### src/rtl/dmem_arbiter.sv
// Two-requester data-memory arbiter: the core (read/write) and a peripheral (read only)
// share one synchronous-read data memory through an IDLE -> ACC -> RESP sequence.
module dmem_arbiter #(
  parameter int AW = 32,
  parameter int DW = 32
) (
  input  logic          clk,
  input  logic          reset,
  // Handshake (both requesters): req rises and stays high, with address/data stable,
  // until the one-cycle ack pulse; the requester drops req the cycle after ack.
  input  logic          cpu_req,
  input  logic          cpu_we,
  input  logic [AW-1:0] cpu_addr,
  input  logic [DW-1:0] cpu_wdata,
  output logic          cpu_ack,
  output logic [DW-1:0] cpu_rdata,
  input  logic          per_req,
  input  logic [AW-1:0] per_addr,
  output logic          per_ack,
  output logic [DW-1:0] per_rdata,
  output logic          mem_we,
  output logic [AW-1:0] mem_addr,
  output logic [DW-1:0] mem_wdata,
  input  logic [DW-1:0] mem_rdata,
  output logic          busy,
  output logic          grant,
  output logic [1:0]    dbg_state
);

  typedef enum logic [1:0] {
    ST_IDLE = 2'd0,
    ST_ACC  = 2'd1,
    ST_RESP = 2'd2
  } state_e;

  state_e        state_q, state_d;
  logic          owner_q, owner_d;
  logic          we_q, we_d;
  logic [AW-1:0] addr_q, addr_d;
  logic [DW-1:0] wdata_q, wdata_d;
  logic [DW-1:0] cpu_rdata_q, cpu_rdata_d;
  logic [DW-1:0] per_rdata_q, per_rdata_d;
  logic          load;
  logic          win;

  always_ff @(posedge clk or posedge reset) begin
    if (reset) begin
      state_q     <= ST_IDLE;
      owner_q     <= 1'b1;
      we_q        <= 1'b0;
      addr_q      <= '0;
      wdata_q     <= '0;
      cpu_rdata_q <= '0;
      per_rdata_q <= '0;
    end else begin
      state_q     <= state_d;
      owner_q     <= owner_d;
      we_q        <= we_d;
      addr_q      <= addr_d;
      wdata_q     <= wdata_d;
      cpu_rdata_q <= cpu_rdata_d;
      per_rdata_q <= per_rdata_d;
    end
  end

  always_comb begin
    state_d     = state_q;
    owner_d     = owner_q;
    we_d        = we_q;
    addr_d      = addr_q;
    wdata_d     = wdata_q;
    cpu_rdata_d = cpu_rdata_q;
    per_rdata_d = per_rdata_q;
    load        = 1'b0;
    win         = owner_q;

    case (state_q)
      ST_IDLE: begin
        if (cpu_req || per_req) begin
          load    = 1'b1;
          // On a tie the side not served last wins; otherwise the lone requester.
          win     = (cpu_req && per_req) ? ~owner_q : per_req;
          state_d = ST_ACC;
        end
      end
      ST_ACC: begin
        state_d = ST_RESP;
      end
      ST_RESP: begin
        if (!owner_q && !we_q) cpu_rdata_d = mem_rdata;
        if (owner_q)           per_rdata_d = mem_rdata;
        // The owner's own req is ignored here so the waiting side always gets the next slot.
        if ((!owner_q && per_req) || (owner_q && cpu_req)) begin
          load    = 1'b1;
          win     = ~owner_q;
          state_d = ST_ACC;
        end else begin
          state_d = ST_IDLE;
        end
      end
      default: begin
        state_d = ST_IDLE;
      end
    endcase

    if (load) begin
      owner_d = win;
      addr_d  = win ? per_addr : cpu_addr;
      wdata_d = cpu_wdata;
      we_d    = ~win & cpu_we;
    end
  end

  assign mem_we    = (state_q == ST_ACC) && !owner_q && we_q;
  assign mem_addr  = addr_q;
  assign mem_wdata = wdata_q;
  assign busy      = (state_q != ST_IDLE);
  assign grant     = owner_q;
  assign cpu_ack   = (state_q == ST_RESP) && !owner_q;
  assign per_ack   = (state_q == ST_RESP) && owner_q;
  // Write acks leave cpu_rdata at the last read value rather than exposing stale memory data.
  assign cpu_rdata = (cpu_ack && !we_q) ? mem_rdata : cpu_rdata_q;
  assign per_rdata = per_ack ? mem_rdata : per_rdata_q;
  assign dbg_state = state_q;

endmodule

### config.mk
export PLATFORM = sky130hd
export DESIGN_NAME = dmem_arbiter
export DESIGN_NICKNAME = d
export VERILOG_FILES = /design/src/rtl/dmem_arbiter.sv
export SDC_FILE = /design/constraint.sdc
export NUM_CORES = 1
export LEC_CHECK = 0
export CAP_MARGIN = 20
export CELL_PAD_IN_SITES_DETAIL_PLACEMENT = 0
export CELL_PAD_IN_SITES_GLOBAL_PLACEMENT = 1
export CORE_ASPECT_RATIO = 1.2
export CORE_MARGIN = 5
export CORE_UTILIZATION = 25
export DETAILED_ROUTE_END_ITERATION = 12
export PLACE_DENSITY_LB_ADDON = 0.1
export SYNTH_ARGS = -nofsm -noshare
export SYNTH_HDL_FRONTEND = slang
export SYNTH_SLANG_ARGS = --single-unit
### constraint.sdc
create_clock -name clk -period 4.9 [get_ports clk]
set_input_delay 0.735 -clock clk [delete_from_list [all_inputs] [get_ports clk]]
set_output_delay 0.735 -clock clk [all_outputs]
set_load 0.1 [all_outputs]
==> results.ini <==
[hold_path]
min_path_type=reg2reg

[finish]
regArea_um2=3300
num-nets-final=801
drive_gt1_share_pct=16.9
fin_util_pct=41.2
multi_input_area_um2=2190
n_antenna_cell=0
instances_no_fill=959
stdcell_area_um2=9210
area_growth_pct=63.1
fill_cells=2159

[critical_path]
crit_chain=inv_1, nand3_2, buf_4, mux2_2, clkdlybuf4s50_1
critPathKind=reg2out
cp.arrival_ns=3.34
critPathRequiredTime_ns=4.16
slowest_delay_ns=1.13
critPathSlowestCell=clkdlybuf4s50_1
path_max_fanout=20
startpoint_type=register
endpoint_kind=output port

[yosys]
avgSynthCellArea_um2=14.1
ys_ff_latch=132
synthAdderAreaFrac_pct=0
yosysWarningCount=0
synth_top_cell_by_area=dfrtp_1
synth_top_family_by_area=multiplexers
synthesis.area_um2=5650
synth_area_leaders=dfrtp_1 (58%), mux2_2 (14%), mux2_1 (12%), mux2i_1 (5.7%), nand2_1 (2.3%)
synth_cell_types=23
synth_xor_area_share_pct=0
synthesis.instances=400
synthMuxAreaShare_pct=31.2
yosysSeqAreaShare_pct=58.5
yosys.area_share.simple_pct=3.30
yosysTopAreaCellShare_pct=58.0
synth_compound_area_share_pct=3.43
synth_fp_nets=533

[clocking]
cts.htree.levels=4
cts_buffers=17
hold_buffers=0
post_cts_buffers=0
cts_tree=yes
clock_sinks=132
clockBufferDepth=2
root_buffer=clkbuf_16
clk_latency_ns=0.41
postCtsResizedCells=0
cts.clk_slew.worst_paths_ns=0.06

[global_route]
grt_pass1_wl_um=25800
grt-ovfl-total=0
grt.total_usage_pct=12.8
antenna_found_initial=0
grt_max_degree=89
first_global_vias=4618

[status]
outcome=finished, final reports clean

[die]
core_area_um2=22400
io_pins=268
rows=60
die_area_um2=25700
fp.dieW_um=147
initial_core_util_pct=25.2
dieHeight_um=175

[detailed_routing]
vias_per_cell=4.21
drt_wl_total_um=16300
vias=4039
first_iter_violations=68
route.detailed.drc=0
drt_pass1_iterations=4
detail-route-antenna-nets=0
avgRoutedWirePerCell_um=17.0

[placed_design]
gp_congestion=0.718
numPortBuffers=267
place_area_um2=8600
post-place-cells=928
dp_hpwl_um=12300

[timing]
slew_viol_final=0
hold_violations=0
setup-violations-final=0
setup_tns_ns=0
clock_skew_ns=0.0128
rsz0062_at_grt=false
max-slew-margin-rel_pct=24.7
fmax_ghz=0.245
period_share_pct=83.2
fin_crit_ns=4.08
tightest_slew_ns=1.13

[job]
maxCapViolCount=0

[worst max-delay path: cells and delay by family, from the launching register on]
family                 cells  cell delay (ns)
DFF                        1             0.46
muxes                      1             0.26
buffers and inverters      3             1.75
and+or+nand+nor            1             0.46
[layout by cell type (no fill, tap or decap)]
cell type          n
a21boi_1           1
buf_12             2
buf_4              5
bufinv_16          3
clkbuf_16         17
clkbuf_8           2
clkdlybuf4s50_1  266
clkinv_2           2
clkinv_4           3
clkinvlp_4         4
dfrtp_1          131
dfstp_2            1
inv_1              4
inv_6              1
mux2_1            60
mux2_2            68
mux2i_1           32
nand2_1           35
nand2b_1           1
nand3_2            1
nor2_1             1
nor2b_1            1
nor2b_4            1
nor3b_2            1
nor4b_2            1
o21ai_0           19
o21ai_1           14
o221ai_4           1
o22ai_4            1
or2_2              1
[cells by family after synthesis]
group | Yosys count
AO/OA/AOI/OAI | 36
buffers and inverters | 29
flip-flops | 132
multiplexers | 160
AND/OR/NAND/NOR | 43
[final timing paths]
kind / cells after the start / slack [ns] / start / to
setup / recovery: 5 / 0.82 / dbg_state[0] / per_rdata[5]
hold / removal: 2 / 0.48 / mem_addr[29] / mem_addr[29]
setup reg to reg: 5 / 2.42 / grant / mem_addr[25]
hold reg to reg: 2 / 0.48 / mem_addr[29] / mem_addr[29]
max in group asynchronous: 3 / 3.14 / reset / cpu_rdata_q[0]
min in group asynchronous: 2 / 0.86 / reset / mem_wdata[6]
[flip-flops by register name (all words and copies together) (netlist names)]
register     flops
cpu_rdata_q     32
dbg_state        2
grant            1
mem_addr        32
mem_wdata       32
per_rdata_q     32
we_q             1
[metal layers]
layer	vias to the layer above	global-route usage [%]	part of all wire, %	wire length, um
met5	-	0	0	0
met4	0	4.16	1.2	194
met3	9	7.00	12	1930
met2	172	21.6	49	8040
met1	1924	13.8	38	6110
li1	1934	-	-	-
[stage by stage]
| stage | hold WS (ns) | setup WS (ns) |
|---|---|---|
| after global placement | 0.461 | 1.26 |
| final | 0.477 | 0.822 |
| after floorplan | 0.450 | 0.495 |
| after CTS | 0.482 | 0.666 |
| after global routing | 0.499 | 0.626 |
| after detailed placement | 0.469 | 1.11 |
[final cells by class]
| type | count | area share [%] |
|---|---|---|
| clock inverters | 12 | 1.70 |
| clock buffers | 19 | 4.92 |
| multi-input cells | 239 | 23.7 |
| inverters | 5 | 0.258 |
| repair buffers | 273 | 29.7 |
| flip-flops and latches | 132 | 35.9 |
| well taps | 279 | 3.79 |
[synthesized netlist by cell type (all sizes together)]
library cell,number
a21boi,1
buf,21
clkbuf,3
dfrtp,131
dfstp,1
inv,5
mux2,128
mux2i,32
nand2,35
nand2b,1
nand3,1
nor2,1
nor2b,2
nor3b,1
nor4b,1
o21ai,33
o221ai,1
o22ai,1
or2,1
Power is not shown: default switching activity piles up to over one toggle a cycle in this logic, so the estimate is an artifact.
